$ cat src/rtl/sram_mem_ctrl_if.sv
// Bus bundle between the MEM stage, sram_mem_ctrl and the external 16-bit SRAM pads.
// The controller uses the slave modport; the pipeline/pad environment uses master.
interface sram_mem_ctrl_if #(
  parameter int unsigned ADDR_W = 18
);
  logic              MEM_R_EN;
  logic              MEM_W_EN;
  logic [31:0]       Address;
  logic [31:0]       Write_Data;
  logic [31:0]       Read_Data;
  logic              Ready;
  logic [ADDR_W-1:0] SRAM_ADDR;
  logic [15:0]       SRAM_DQ_out;
  logic [15:0]       SRAM_DQ_in;
  logic              SRAM_DQ_oe;
  logic              SRAM_WE_N;

  modport slave (
    input  MEM_R_EN, MEM_W_EN, Address, Write_Data, SRAM_DQ_in,
    output Read_Data, Ready, SRAM_ADDR, SRAM_DQ_out, SRAM_DQ_oe, SRAM_WE_N
  );

  modport master (
    output MEM_R_EN, MEM_W_EN, Address, Write_Data, SRAM_DQ_in,
    input  Read_Data, Ready, SRAM_ADDR, SRAM_DQ_out, SRAM_DQ_oe, SRAM_WE_N
  );
endinterface

$ cat src/rtl/sram_mem_ctrl.sv
// Memory-stage controller: one 32-bit LDR/STR becomes two 16-bit SRAM phases (low half, then
// high half), each WAIT_CYCLES long. Ready is low while a request is outstanding.
// Optional macro SRAM_LAST_WORD_CACHE_EN: keep the last completed word so a repeated read
// completes in one cycle without touching the SRAM.
module sram_mem_ctrl #(
  parameter int unsigned BASE_ADDR   = 1024,
  parameter int unsigned ADDR_W      = 18,
  parameter int unsigned WAIT_CYCLES = 2
) (
  input  logic          clk,
  input  logic          rst_n,
  sram_mem_ctrl_if.slave bus
);

  localparam int unsigned WordW   = ADDR_W - 1;
  localparam logic [3:0]  LastCnt = 4'(WAIT_CYCLES - 1);

  typedef enum logic [1:0] {StIdle, StLo, StHi, StDone} state_e;

  state_e            state_q, state_d;
  logic [3:0]        cnt_q, cnt_d;
  logic              op_wr_q;
  logic [WordW-1:0]  word_q;
  logic [31:0]       wdata_q;
  logic [31:0]       rdata_q, rdata_d;
  logic [ADDR_W-1:0] addr_q, addr_d;
  logic [15:0]       dq_q, dq_d;
  logic              oe_q, oe_d;
  logic              we_n_q, we_n_d;

  logic              req;
  logic              last;
  logic              wr_next;
  logic              accept;
  logic              hit;
  logic [WordW-1:0]  word_in;

  assign req     = bus.MEM_R_EN | bus.MEM_W_EN;
  assign last    = (cnt_q == LastCnt);
  // Subtraction wraps for addresses below BASE_ADDR; only the SRAM-visible word bits are kept.
  assign word_in = WordW'((bus.Address - BASE_ADDR) >> 2);
  assign accept  = (state_q == StIdle) && req;

`ifdef SRAM_LAST_WORD_CACHE_EN
  logic             c_valid_q;
  logic [WordW-1:0] c_word_q;
  logic [31:0]      c_data_q;

  // Writes win over reads, so only a pure read may hit.
  assign hit = c_valid_q && bus.MEM_R_EN && !bus.MEM_W_EN && (c_word_q == word_in);

  // Last-word cache, refreshed when the high phase of a full access completes.
  always_ff @(posedge clk or negedge rst_n) begin
    if (!rst_n) begin
      c_valid_q <= 1'b0;
      c_word_q  <= '0;
      c_data_q  <= '0;
    end else if (state_q == StHi && last) begin
      c_valid_q <= 1'b1;
      c_word_q  <= word_q;
      c_data_q  <= op_wr_q ? wdata_q : {bus.SRAM_DQ_in, rdata_q[15:0]};
    end
  end
`else
  assign hit = 1'b0;
`endif

  // State register.
  always_ff @(posedge clk or negedge rst_n) begin
    if (!rst_n) begin
      state_q <= StIdle;
      cnt_q   <= '0;
    end else begin
      state_q <= state_d;
      cnt_q   <= cnt_d;
    end
  end

  // Next-state logic: phase sequencing and wait-state counting.
  always_comb begin
    state_d = state_q;
    cnt_d   = cnt_q;
    unique case (state_q)
      StIdle: begin
        if (req) begin
          cnt_d   = '0;
          state_d = hit ? StDone : StLo;
        end
      end
      StLo: begin
        if (last) begin
          cnt_d   = '0;
          state_d = StHi;
        end else begin
          cnt_d = cnt_q + 4'd1;
        end
      end
      StHi: begin
        if (last) begin
          cnt_d   = '0;
          state_d = StDone;
        end else begin
          cnt_d = cnt_q + 4'd1;
        end
      end
      StDone:  state_d = StIdle;
      default: state_d = StIdle;
    endcase
  end

  // Output logic: next values of the registered pad outputs and Read_Data.
  always_comb begin
    addr_d  = addr_q;
    dq_d    = dq_q;
    oe_d    = oe_q;
    rdata_d = rdata_q;
    unique case (state_q)
      StIdle: begin
        if (req && !hit) begin
          addr_d = {word_in, 1'b0};
          dq_d   = bus.Write_Data[15:0];
          oe_d   = bus.MEM_W_EN;
        end
`ifdef SRAM_LAST_WORD_CACHE_EN
        if (req && hit) begin
          rdata_d = c_data_q;
        end
`endif
      end
      StLo: begin
        if (last) begin
          addr_d = {word_q, 1'b1};
          dq_d   = wdata_q[31:16];
          if (!op_wr_q) rdata_d[15:0] = bus.SRAM_DQ_in;
        end
      end
      StHi: begin
        if (last) begin
          oe_d = 1'b0;
          if (!op_wr_q) rdata_d[31:16] = bus.SRAM_DQ_in;
        end
      end
      default: ;
    endcase
    // WE_N low for all but the last cycle of each write phase, so the address only moves
    // while the strobe is high.
    wr_next = (state_q == StIdle) ? bus.MEM_W_EN : op_wr_q;
    we_n_d  = ~(wr_next && (state_d == StLo || state_d == StHi) && (cnt_d != LastCnt));
  end

  // Datapath registers: latched request and registered pad outputs.
  always_ff @(posedge clk or negedge rst_n) begin
    if (!rst_n) begin
      op_wr_q <= 1'b0;
      word_q  <= '0;
      wdata_q <= '0;
      rdata_q <= '0;
      addr_q  <= '0;
      dq_q    <= '0;
      oe_q    <= 1'b0;
      we_n_q  <= 1'b1;
    end else begin
      if (accept) begin
        op_wr_q <= bus.MEM_W_EN;
        word_q  <= word_in;
        wdata_q <= bus.Write_Data;
      end
      rdata_q <= rdata_d;
      addr_q  <= addr_d;
      dq_q    <= dq_d;
      oe_q    <= oe_d;
      we_n_q  <= we_n_d;
    end
  end

  assign bus.Read_Data   = rdata_q;
  assign bus.Ready       = ~req | (state_q == StDone);
  assign bus.SRAM_ADDR   = addr_q;
  assign bus.SRAM_DQ_out = dq_q;
  assign bus.SRAM_DQ_oe  = oe_q;
  assign bus.SRAM_WE_N   = we_n_q;

endmodule

$ cat src/flat_wrapper.sv
// flat-port wrapper written by rule: the top's interface ports become plain ports
module sram_mem_ctrl_flat 
#(
  parameter int unsigned BASE_ADDR   = 1024,
  parameter int unsigned ADDR_W      = 18,
  parameter int unsigned WAIT_CYCLES = 2
)
  (clk, rst_n, bus_MEM_R_EN, bus_MEM_W_EN, bus_Address, bus_Write_Data, bus_SRAM_DQ_in, bus_Read_Data, bus_Ready, bus_SRAM_ADDR, bus_SRAM_DQ_out, bus_SRAM_DQ_oe, bus_SRAM_WE_N);
  sram_mem_ctrl_if #(.ADDR_W(ADDR_W)) bus_i ();
  input  logic clk;
  input  logic rst_n;
  input wire logic [$bits(bus_i.MEM_R_EN)-1:0] bus_MEM_R_EN;
  input wire logic [$bits(bus_i.MEM_W_EN)-1:0] bus_MEM_W_EN;
  input wire logic [$bits(bus_i.Address)-1:0] bus_Address;
  input wire logic [$bits(bus_i.Write_Data)-1:0] bus_Write_Data;
  input wire logic [$bits(bus_i.SRAM_DQ_in)-1:0] bus_SRAM_DQ_in;
  output wire logic [$bits(bus_i.Read_Data)-1:0] bus_Read_Data;
  output wire logic [$bits(bus_i.Ready)-1:0] bus_Ready;
  output wire logic [$bits(bus_i.SRAM_ADDR)-1:0] bus_SRAM_ADDR;
  output wire logic [$bits(bus_i.SRAM_DQ_out)-1:0] bus_SRAM_DQ_out;
  output wire logic [$bits(bus_i.SRAM_DQ_oe)-1:0] bus_SRAM_DQ_oe;
  output wire logic [$bits(bus_i.SRAM_WE_N)-1:0] bus_SRAM_WE_N;
  assign bus_i.MEM_R_EN = bus_MEM_R_EN;
  assign bus_i.MEM_W_EN = bus_MEM_W_EN;
  assign bus_i.Address = bus_Address;
  assign bus_i.Write_Data = bus_Write_Data;
  assign bus_i.SRAM_DQ_in = bus_SRAM_DQ_in;
  assign bus_Read_Data = bus_i.Read_Data;
  assign bus_Ready = bus_i.Ready;
  assign bus_SRAM_ADDR = bus_i.SRAM_ADDR;
  assign bus_SRAM_DQ_out = bus_i.SRAM_DQ_out;
  assign bus_SRAM_DQ_oe = bus_i.SRAM_DQ_oe;
  assign bus_SRAM_WE_N = bus_i.SRAM_WE_N;
  sram_mem_ctrl #(.BASE_ADDR(BASE_ADDR), .ADDR_W(ADDR_W), .WAIT_CYCLES(WAIT_CYCLES)) u_core (.clk(clk), .rst_n(rst_n), .bus(bus_i));
endmodule
$ cat config.mk
export PLATFORM = sky130hd
export DESIGN_NAME = sram_mem_ctrl_flat
export DESIGN_NICKNAME = d
export VERILOG_FILES = /design/src/rtl/sram_mem_ctrl_if.sv /design/src/rtl/sram_mem_ctrl.sv /design/src/flat_wrapper.sv
export SDC_FILE = /design/constraint.sdc
export NUM_CORES = 1
export LEC_CHECK = 0
export CORE_MARGIN = 2
export CORE_UTILIZATION = 50
export DETAILED_ROUTE_END_ITERATION = 8
export DONT_BUFFER_PORTS = 1
export MAX_ROUTING_LAYER = met4
export PLACE_DENSITY = 0.69
export SLEW_MARGIN = 25
export SYNTH_ARGS = -nofsm -noshare
export SYNTH_HDL_FRONTEND = slang
export SYNTH_SLANG_ARGS = --single-unit
export TNS_END_PERCENT = 50
$ cat constraint.sdc
create_clock -name clk -period 3.39 [get_ports clk]
set_clock_uncertainty 0.15 [all_clocks]
set_input_delay 0.678 -clock clk [delete_from_list [all_inputs] [get_ports clk]]
set_output_delay 0.678 -clock clk [all_outputs]
set_load 0.01 [all_outputs]
# == After elaboration in Yosys (flattened, before gate mapping) ==
# Cells that the tools add are included.
# totals
regBits,124
latchBits,0
ram_bits,0
rom_bits,0
inputBits,84
out_inout_bits,69
elab_cells,57
n_memories,0
# classes
add_sub_neg,2
mul,0
n_div,0
n_lt_le_gt_ge,0
eq_ne,10
shift,0
n_mux,17
bitwise,5
reduce_logical,12
# op_table
cell,count
18-bit two-way mux,2
18-bit one-hot mux with 2 select lines,1
16-bit two-way mux,2
16-bit one-hot mux with 2 select lines,1
"19-bit by 11-bit subtractor with 19-bit output, second input constant",1
3-bit AND reduction,4
4-bit two-way mux,2
2-bit one-hot mux with 4 select lines,1
4-bit one-hot mux with 2 select lines,1
"2-bit equality test, second input constant",3
2-bit two-way mux,3
"2-bit by 1-bit != test with 1-bit output, second input constant",3
"4-bit by 1-bit adder with 4-bit output, second input constant",1
"2-bit by 1-bit equality test with 1-bit output, second input constant",2
"4-bit by 1-bit equality test with 1-bit output, second input constant",1
"4-bit by 1-bit != test with 1-bit output, second input constant",1
2-bit nonzero test,2
1-bit logical AND,3
1-bit two-way mux,3
1-bit NOT,3
2-bit zero test,1
1-bit OR,2
1-bit one-hot mux with 2 select lines,1
2-bit OR reduction,1
1-bit logical OR,1

# == Logic depth before layout (Yosys ltp) ==
# Gate-level depths: netlist of the first run.
# logic_depth
word_depth,8
mapped_depth,8
mapped_depth_nobuf,7

# == Worst setup path after synthesis of the first run ==
# OpenSTA, ideal clock, no wires.
# synth_path
path_type,register to register
from,reg u_core.state_q[0]
to,reg u_core.wdata_q[19]
setup_time_ps,125
t_arrival_ps,1832
required_time_ps,3115
path_slack_ps,1284
stages_incl_launch_ff,7
path_buffers,2
period_less_slack_ps,2106
path_cell_list,dfrtp_1 > inv_1 > ha_1 > buf_2 > o21ai_1 > buf_2 > mux2_2
# synth_via
elab_chain_len,2
# synth_rtl
item,line,text
from (decl),sram_mem_ctrl.sv:20,"state_e state_q, state_d;"
from (signal assigned),sram_mem_ctrl.sv:71,state_q <= StIdle;
from (signal assigned),sram_mem_ctrl.sv:74,state_q <= state_d;
2-bit zero test,sram_mem_ctrl.sv:42,assign accept = (state_q == StIdle) && req;
1-bit logical AND,sram_mem_ctrl.sv:42,
to (signal assigned),sram_mem_ctrl.sv:166,wdata_q <= bus.Write_Data;
to (decl),sram_mem_ctrl.sv:24,logic [31:0] wdata_q;
# No other way between the ends.
# A chain may end at the register's enable or synchronous reset.

# == Worst setup path after layout of the first run ==
# layout_path
from,reg u_core.cnt_q[0]
to,"reg u_core.we_n_q, in the netlist u_core.bus.SRAM_WE_N"
# layout_via
elab_chain_len,8
elab_cells_between_ends,15
cone_classes,1 x add/sub; 4 x eq/ne; 6 x mux; 1 x bitwise; 3 x reduce/logical
# layout_rtl
item,line,text
from (decl),sram_mem_ctrl.sv:21,"logic [3:0] cnt_q, cnt_d;"
from (signal assigned),sram_mem_ctrl.sv:75,cnt_q <= cnt_d;
branches (longest 6 deep; another with 4-bit by 1-bit adder with 4-bit output),--,
1-bit logical AND *,sram_mem_ctrl.sv:148,we_n_d = ~(wr_next && (state_d == StLo || state_d == StHi) && (cnt_d != LastCnt));
1-bit NOT *,sram_mem_ctrl.sv:148,
named net u_core.we_n_d,sram_mem_ctrl.sv:29,"logic we_n_q, we_n_d;"
to (signal assigned),sram_mem_ctrl.sv:172,we_n_q <= we_n_d;
to (decl),sram_mem_ctrl.sv:29,
# Mark *: on every way through the listed nets, which the timed path passes.

==> results of run 1 <==
## registers in the layout (all words and copies together), names as in the netlist
signal / cells
u_core.op_wr_q: 1
u_core.wdata_q: 16
u_core.cnt_q: 4
u_core.bus.SRAM_DQ_oe: 1
u_core.word_q: 17
u_core.state_q: 2
u_core.bus.SRAM_ADDR: 18
u_core.bus.SRAM_WE_N: 1
u_core.bus.SRAM_DQ_out: 16
u_core.bus.Read_Data: 32
## kinds of logic after synthesis
| kind of cell | count (synthesis) | share of synthesized area, % |
|---|---|---|
| adders and majority gates | 9 | 2.38 |
| xor gates and xnor gates | 8 | 1.48 |
| AOI/OAI and AO/OA | 62 | 8.08 |
| DFF | 108 | 57.2 |
| and+or+nand+nor | 76 | 7.18 |
| buffers and inverters | 27 | 2.67 |
| muxes | 90 | 21.0 |
## path summary, 6_finish.rpt
check	from	to	slack, ns
max in group asynchronous	rst_n	u_core.bus.SRAM_DQ_out[14]	2.61
max	u_core.cnt_q[0]	u_core.bus.SRAM_WE_N	0.95
min in group clk	bus_Address[10]	u_core.word_q[8]	0.27
min	rst_n	u_core.bus.Read_Data[2]	0.10
max reg2reg	u_core.cnt_q[0]	u_core.bus.SRAM_WE_N	0.95
min reg2reg	u_core.word_q[14]	u_core.word_q[14]	0.34
## synth_stat cells, types with 2 or more instances
cell type,number,area share [%]
ha_1,9,2.4
nor3_1,2,0.21
xnor2_1,3,0.56
or2_2,2,0.26
inv_1,8,0.64
mux2i_1,26,5.5
mux2_1,3,0.71
buf_2,11,1.2
a21oi_1,30,3.2
o21ai_0,21,2.2
nand2_1,24,1.9
nor2_1,36,2.9
nand2b_1,2,0.26
nand2_2,2,0.26
mux2_2,60,14
dfrtp_1,107,57
xor2_1,5,0.93
clkbuf_1,5,0.40
## layer usage
metal	GRT usage (%)	wire length [µm]
met1	22.5	3770
met2	29.2	4350
met3	6.49	759
met4	6.44	95
met5	-	0
## power by group through the flow
| stage | logic [mW] | clock network (mW) | registers, mW |
|---|---|---|---|
| after detailed placement | 1.86 | 0 | 2.60 |
| after global routing | 2.09 | 0.820 | 2.66 |
| final | 1.85 | 0.742 | 2.57 |
| after global placement | 1.78 | 0 | 2.59 |
| after floorplan | 1.60 | 0 | 2.46 |
| after CTS | 1.89 | 0.768 | 2.58 |
## metrics by stage
step | hold WS, ns | utilization (%) | total power, mW | worst slack (ns)
final | 0.102 | 54.7 | 5.16 | 0.951
after global routing | 0.115 | 54.7 | 5.57 | 0.722
after CTS | 0.107 | 54.7 | 5.24 | 0.919
after detailed placement | 0.236 | 52.4 | 4.47 | 0.948
after global placement | 0.237 | 52.4 | 4.36 | 0.983
after floorplan | 0.232 | - | 4.05 | 1.28
## timing repair
action                    CTS  global route
hold endpoints to repair  108             0
hold buffers                1             0
setup buffers               0             0
## cell type report
type	instances	area share [%]
Clock inverter	5	0.896
Timing Repair Buffer	6	1.29
Clock buffer	10	2.74
Inverter	8	0.597
Sequential cell	108	53.8
Tap cell	111	2.76
Multi-Input combinational cell	245	38.0
==> flow_summary.toml, run 1 <==
[critical_path]
path_buf_inv = 0
cp-start-kind = "flop"
cp_cell_sequence = "ha_1, or3b_1, nand3b_2, or2_2, a221oi_1, a311o_1"
cp_slowest_cell = "dfrtp_1"
cp_max_fo = 8
worstPathArrival_ns = 2.58
slowest_delay_ns = 0.46
cp.required_ns = 3.54
reg2reg_depth = 6
end_kind = "flop"
timing_worst_setup_path_type = "flop to flop"
cp_num_cells = 6
critical_path.top_delay_family = "simple AND/OR/NAND/NOR gates"

[detailed_routing]
dr_total_vias = 2803
avgViaCountPerCell = 5.69
drc = 0
wl_per_cell_um = 18.2
drtIter0Drc = 119
first_pass_iters = 4
routed_wl_mm = 8.98
final_antenna_net_count = 0

[placement]
placed_area_um2 = 4820
dp_cells = 477
io_buffers = 0
globalplace.congestion = 0.714
dp_hpwl_mm = 6.08

[timing]
rsz0062_at_grt = "false"
maxSlewViolCount = 0
min_period_ns = 2.44
setup_viol = 0
worst_pin_slew_ns = 0.514
setup_tns_ns = 0
max_freq_ghz = 0.410
slew_headroom_pct = 65.8
hold_violations = 0
fin_crit_sh_pct = 71.9

[layout]
drive_gt1_share_pct = 24.9
stdcell_area_um2 = 5030
nets = 471
final.fill_count = 805
layout_commonest_cell = "dfrtp_1"
layout_common_cells = "107 x dfrtp_1, 60 x mux2_2, 36 x nor2_1"
regArea_um2 = 2700
area_growth_pct = 6.43
multiInputGateArea_um2 = 1910
final_cells = 493
diodes = 0

[clock_tree]
clk_pin_slew_worst_paths_ns = 0.11
cts_buffer_depth = 2
cts.htree.levels = 3
cts_root_buf = "clkbuf_8"
cts_tree = "yes"
clock_latency_ns = 0.36
cts_buffers = 9
cts_resized = 0
clock_sinks = 108

[power]
clkPwrFrac_pct = 14.4
seqPwrFrac_pct = 49.8
p_int_mw = 3.16
p_leak_nw = 2.17
swShare_pct = 38.9
combPwrFrac_pct = 35.8
ir_worst_vdd_v = 0.000471
power_density_nw_per_um2 = 1030
switchingPower_mw = 2.01

[global_route]
track_usage_pct = 18.6
grt_max_degree = 109
overflow = 0
grt_pass1_vias = 2940
grt_pass1_wl_mm = 14.5
antenna_found_initial = 0

[synth]
synthCells = 380
yosysWarningCount = 0
synth-seq-cells = 108
synth_area_per_cell_um2 = 12.4
syn-cell-area_um2 = 4730
synth-seq-area-share_pct = 57.2
synth_fp_nets = 473
synth_edf_count = 0
yosysUniqueCellTypes = 42
ys.flop_type = "dfrtp_1"
async_reset_ff_share_pct = 100

[job]
max_cap_violations = 0

[die]
dieArea_um2 = 10200
std_cell_rows = 35
die_w_um = 101
die_h_um = 101
ios = 153
core_area_um2 = 9200
start_util_pct = 51.4

[outcome]
status = "finished, final reports clean"

[worst_hold_path]
hold_path.class = "primary input to async pin"
Note: power is estimated with default switching activity, not from simulation.
==> inputs of run 2 (changes only) <==
--- a/config.mk
+++ b/config.mk
@@ -10,7 +10,7 @@
 export DETAILED_ROUTE_END_ITERATION = 8
 export DONT_BUFFER_PORTS = 1
 export MAX_ROUTING_LAYER = met4
-export PLACE_DENSITY = 0.69
+export PLACE_DENSITY = 0.72
 export SLEW_MARGIN = 25
 export SYNTH_ARGS = -nofsm -noshare
 export SYNTH_HDL_FRONTEND = slang
==> constraint.sdc (replaced) <==
create_clock -name clk -period 2.2 [get_ports clk]
set_clock_uncertainty 0.15 [all_clocks]
set_input_delay 0.44 -clock clk [delete_from_list [all_inputs] [get_ports clk]]
set_output_delay 0.44 -clock clk [all_outputs]
set_load 0.01 [all_outputs]
==> run 2 against run 1 <==
  * The run now ends with hold timing left
  * Non-clock buffer count increased by 13
  * Register-to-register slack lost 0.86 ns
  * Critical path depth up 2
  * Die area unchanged
  * Via count up 1.7%
  * Design area rose by 2.4%
  * Combinational power up 70%
  * Highest routed layer unchanged
==> flow_summary.toml, run 2 (same netlist as run 1, synthesis figures left out) <==
[clock_tree]
clk_pin_slew_worst_paths_ns = 0.11
cts_buffers = 9
cts_root_buf = "clkbuf_8"
clock_sinks = 108
cts_buffer_depth = 2
clock_latency_ns = 0.35
cts_tree = "yes"
cts.htree.levels = 3

[timing]
slew_headroom_pct = 72.5
worst_pin_slew_ns = 0.409
hold_violations = 108
worst_slack_ns = 0.0945
fin_crit_sh_pct = 95.7
maxSlewViolCount = 0
holdWs_ns = -0.388
setup_viol = 0
rsz0062_at_grt = "false"
max_freq_ghz = 0.475
setup_tns_ns = 0
min_period_ns = 2.11

[global_route]
grt_pass1_wl_mm = 14.9
antenna_found_initial = 0
grt_pass1_vias = 3008
track_usage_pct = 19.1
grt_max_degree = 109
overflow = 0

[power]
swShare_pct = 38.4
switchingPower_mw = 3.16
p_leak_nw = 2.24
ir_worst_vdd_v = 0.000760
p_int_mw = 5.06
clkPwrFrac_pct = 13.6
power_density_nw_per_um2 = 1600
seqPwrFrac_pct = 48.1
combPwrFrac_pct = 38.3

[detailed_routing]
first_pass_iters = 4
avgViaCountPerCell = 5.62
wl_per_cell_um = 18.2
final_antenna_net_count = 0
routed_wl_mm = 9.25
drc = 0
drtIter0Drc = 127
dr_total_vias = 2850

[die]
start_util_pct = 51.4
std_cell_rows = 35
core_area_um2 = 9200
dieArea_um2 = 10200
die_w_um = 101
ios = 153
die_h_um = 101

[critical_path]
end_kind = "flop"
cp.required_ns = 2.33
cp-start-kind = "flop"
worstPathArrival_ns = 2.24
timing_worst_setup_path_type = "flop to flop"
cp_max_fo = 4

[layout]
drive_gt1_share_pct = 28.0
final.fill_count = 755
layout_common_cells = "106 x dfrtp_1, 60 x mux2_2, 36 x nor2_1"
nets = 484
diodes = 0
final_cells = 507
area_growth_pct = 8.98
largest_reg_flops = 32
layout_commonest_cell = "dfrtp_1"
utilization_pct = 56.0

[placement]
io_buffers = 0
pre_cts_slack_ns = -0.00396
globalplace.congestion = 0.863
dp_cells = 489
dp_hpwl_mm = 6.43

[worst_hold_path]
hold_path.class = "primary input to async pin"

[outcome]
status = "complete, but fails checks"
violations = "hold timing"

[job]
max_cap_violations = 0
-- run 2: cell count changes in the layout (fill, tap and decap cells not counted), sizes merged --
| cell | change |
|---|---|
| clkinv | +2 |
| clkbuf | +1 |
| buf | +13 |
| clkinvlp | -1 |
| inv | -1 |
-- run 2: layout make-up --
cell class                      count  area, µm²  share of cell area, %
Clock inverter                      5       46.3                  0.899
Sequential cell                   108       2710                   52.5
Multi-Input combinational cell    245       1930                   37.4
Timing Repair Buffer               19        171                   3.33
Inverter                            8       30.0                  0.583
Tap cell                          111        139                   2.70
Clock buffer                       11        131                   2.55
-- run 2: power groups by stage --
stage | clock (mW) | sequential [mW] | combinational, mW
floorplan | 0 | 3.79 | 2.46
global placement | 0 | 3.96 | 2.95
detailed placement | 0 | 4.00 | 3.11
CTS | 1.14 | 3.98 | 3.12
global route | 1.22 | 4.10 | 3.52
finish | 1.12 | 3.96 | 3.15
-- run 2: worst paths after layout --
kind | startpoint | end | slack (ns) | depth (start not counted)
setup reg to reg | u_core.cnt_q[1] | u_core.bus.SRAM_WE_N | 0.09 | 8
min in group clk | bus_MEM_R_EN | u_core.op_wr_q | 0.03 | 1
max in group asynchronous | rst_n | u_core.bus.SRAM_WE_N | 2.04 | 0
hold reg to reg | u_core.word_q[14] | u_core.word_q[14] | 0.34 | 2
hold / removal | rst_n | u_core.bus.SRAM_DQ_out[10] | -0.39 | 0
setup / recovery | u_core.cnt_q[1] | u_core.bus.SRAM_WE_N | 0.09 | 8
-- run 2: critical path: stages (launching register included) --
cell and delay [ns]:
dfrtp_1 0.40, inv_1 0.08, ha_1 0.13, or3b_4 0.43, buf_6 0.15, mux2i_4 0.16
a2bb2oi_4 0.17, xnor2_1 0.09, a311o_1 0.28
-- run 2: metal layers --
metal,up-vias,GRT usage [%],wire [µm]
met4,0,4.89,104
met5,-,-,0
met3,9,6.00,712
met1,1411,23.8,3850
li1,1326,-,-
met2,104,30.5,4580
-- run 2: what timing repair did --
| action | CTS | global route |
|---|---|---|
| pin swaps | 0 | 1 |
| buffers inserted | 0 | 2 |
| endpoints found under the hold margin | 108 | 108 |
| endpoints found under the setup margin | 1 | 3 |
| gates resized for setup | 1 | 5 |
-- run 2: stage by stage --
step	area, µm²	power (mW)
floorplan	4730	6.24
global placement	4930	6.92
detailed placement	4930	7.11
CTS	5110	8.23
global route	5150	8.83
finish	5150	8.22
==> inputs of run 3 (changes only) <==
--- a/config.mk
+++ b/config.mk
@@ -5,6 +5,7 @@
 export SDC_FILE = /design/constraint.sdc
 export NUM_CORES = 1
 export LEC_CHECK = 0
+export ABC_AREA = 1
 export CORE_MARGIN = 2
 export CORE_UTILIZATION = 50
 export DETAILED_ROUTE_END_ITERATION = 8
==> run 3 against run 2 <==
  * The run still ends with hold timing left
  * Critical path depth unchanged
  * Count of clock-buffer cells in the layout unchanged
  * Design area increased by 0.44%
  * Register-to-register slack improved by 0.11 ns
  * Area after synthesis increased by 3.3%
  * Non-clock buffer count decreased by 12
  * Combinational power decreased by 5%
  * Wire length increased by 9.5%
  * Critical path type unchanged
  * Worst setup slack improved by 0.11 ns
  * Highest routed layer unchanged
==> flow_summary.toml, run 3 <==
[clock_tree]
cts.htree.levels = 3
cts_tree = "yes"
cts_buffer_depth = 2
cts_setup_buffers = 0
cts_buffers = 9
clk_pin_slew_worst_paths_ns = 0.10
clock_latency_ns = 0.36
cts_root_buf = "clkbuf_8"
clock_sinks = 108

[layout]
layout_common_cells = "185 x nand2_1, 107 x dfrtp_1, 67 x o21ai_0"
layout_commonest_cell = "nand2_1"
largest_reg_flops = 32
nets = 650
area_growth_pct = 6.00
multiInputGateArea_um2 = 1850
regArea_um2 = 2700
final.fill_count = 922
drive_gt1_share_pct = 9.07
utilization_pct = 53.7
diodes = 0

[detailed_routing]
avgViaCountPerCell = 5.11
drc = 0
dr_total_vias = 3548
first_pass_iters = 5
final_antenna_net_count = 0
drtIter0Drc = 123
routed_wl_mm = 10.1
wl_per_cell_um = 14.6

[timing]
holdWs_ns = -0.385
slew_headroom_pct = 70.8
maxSlewViolCount = 0
setup_tns_ns = 0
worst_slack_ns = 0.208
max_freq_ghz = 0.502
min_period_ns = 1.99
hold_violations = 108
rsz0062_at_grt = "false"
fin_crit_sh_pct = 90.6
setup_viol = 0
worst_pin_slew_ns = 0.438

[die]
dieArea_um2 = 10600
start_util_pct = 50.6
die_h_um = 103
core_area_um2 = 9640
die_w_um = 103
ios = 153
std_cell_rows = 36

[outcome]
status = "complete, but fails checks"
violations = "hold timing"

[placement]
globalplace.congestion = 0.832
dp_hpwl_mm = 6.99
io_buffers = 0
pre_cts_slack_ns = 0.0614

[power]
power_density_nw_per_um2 = 1550
seqPwrFrac_pct = 48.9
swShare_pct = 43.6
ir_worst_vdd_v = 0.000638
clkPwrFrac_pct = 13.8
p_leak_nw = 2.63
switchingPower_mw = 3.49
combPwrFrac_pct = 37.3
p_int_mw = 4.52

[synth]
yosysUniqueCellTypes = 28
syn-cell-area_um2 = 4880
yosysWarningCount = 0
synthTopCellsByCount = "185 x nand2_1, 107 x dfrtp_1, 67 x o21ai_0"
ys.flop_type = "dfrtp_1"
synth-seq-area-share_pct = 55.4
synth_top_area_share_pct = 54.9
ys_top_cells_by_area = "dfrtp_1 55%, nand2_1 14%, o21ai_0 6.9%"
synth_edf_count = 0
synth-seq-cells = 108
yosys.area.top_type = "dfrtp_1"
synthCells = 566
async_reset_ff_share_pct = 100
synth_fp_nets = 659
synth_area_per_cell_um2 = 8.62
synth.most_common_cell = "nand2_1"

[global_route]
antenna_found_initial = 0
overflow = 0
grt_pass1_wl_mm = 16.0
track_usage_pct = 20.2
grt_pass1_vias = 3539
grt_max_degree = 109

[critical_path]
cp-start-kind = "flop"
timing_worst_setup_path_type = "flop to flop"
cp.required_ns = 2.33
worstPathArrival_ns = 2.13
end_kind = "flop"
cp_max_fo = 27

[job]
max_cap_violations = 0

[worst_hold_path]
hold_path.class = "primary input to async pin"
[run 3: metal layers]
metal	vias up	wire length (µm)	global-route usage, %
li1	1767	-	-
met3	10	959	7.05
met2	113	4800	32.7
met1	1658	4250	23.5
met4	0	119	7.09
met5	-	0	-
[run 3: critical path: stages, from the launching register on]
cell and delay [ns]:
dfrtp_1 0.46, inv_1 0.14, ha_2 0.26, nand2_1 0.11, buf_4 0.21, inv_1 0.18
buf_12 0.20, nor2_1 0.06, a31oi_1 0.14
[run 3: timing repair]
action                     4_1_cts  5_1_grt
setup endpoints to repair        0       23
hold endpoints to repair       108      108
resized for setup                0        3
[run 3: kinds of logic after synthesis]
| group | after synthesis | share of synthesized area, % |
|---|---|---|
| AOI/OAI and AO/OA | 105 | 13.4 |
| xor gates and xnor gates | 2 | 0.359 |
| adders and majority gates | 9 | 2.31 |
| buffers and inverters | 79 | 7.00 |
| DFF | 108 | 55.4 |
| and+or+nand+nor | 263 | 21.6 |
[run 3: worst paths after layout]
check | startpoint | to | slack [ns] | depth (start not counted)
max | u_core.state_q[1] | u_core.word_q[15] | 0.21 | 8
min reg2reg | u_core.wdata_q[26] | u_core.wdata_q[26] | 0.34 | 2
min | rst_n | u_core.bus.SRAM_ADDR[16] | -0.39 | 0
min in group clk | bus_Write_Data[29] | u_core.wdata_q[29] | 0.03 | 2
max in group asynchronous | rst_n | u_core.bus.SRAM_WE_N | 2.06 | 0
max reg2reg | u_core.state_q[1] | u_core.word_q[15] | 0.21 | 8
[run 3: metrics by stage]
step	total power, mW	cell area (µm²)	hold WS (ns)	instances
finish	8.01	5170	-0.385	695
global route	8.74	5170	-0.424	695
CTS	8.09	5150	-0.413	695
detailed placement	6.94	4980	-0.00308	679
global placement	6.79	4980	-0.00348	679
floorplan	6.26	4880	-0.00559	566
[run 3: layout make-up]
cell class                      count  area share [%]
Inverter                           52            3.77
Timing Repair Buffer                7            1.50
Sequential cell                   108            52.3
Clock buffer                       11            2.73
Tap cell                          133            3.22
Multi-Input combinational cell    379            35.8
Clock inverter                      5           0.701
[run 3: power groups by stage]
| stage | Clock, mW | Combinational (mW) | Sequential, mW |
|---|---|---|---|
| CTS | 1.15 | 3.00 | 3.93 |
| finish | 1.11 | 2.98 | 3.92 |
| global route | 1.22 | 3.46 | 4.05 |
| floorplan | 0 | 2.51 | 3.75 |
| detailed placement | 0 | 2.99 | 3.95 |
| global placement | 0 | 2.86 | 3.93 |
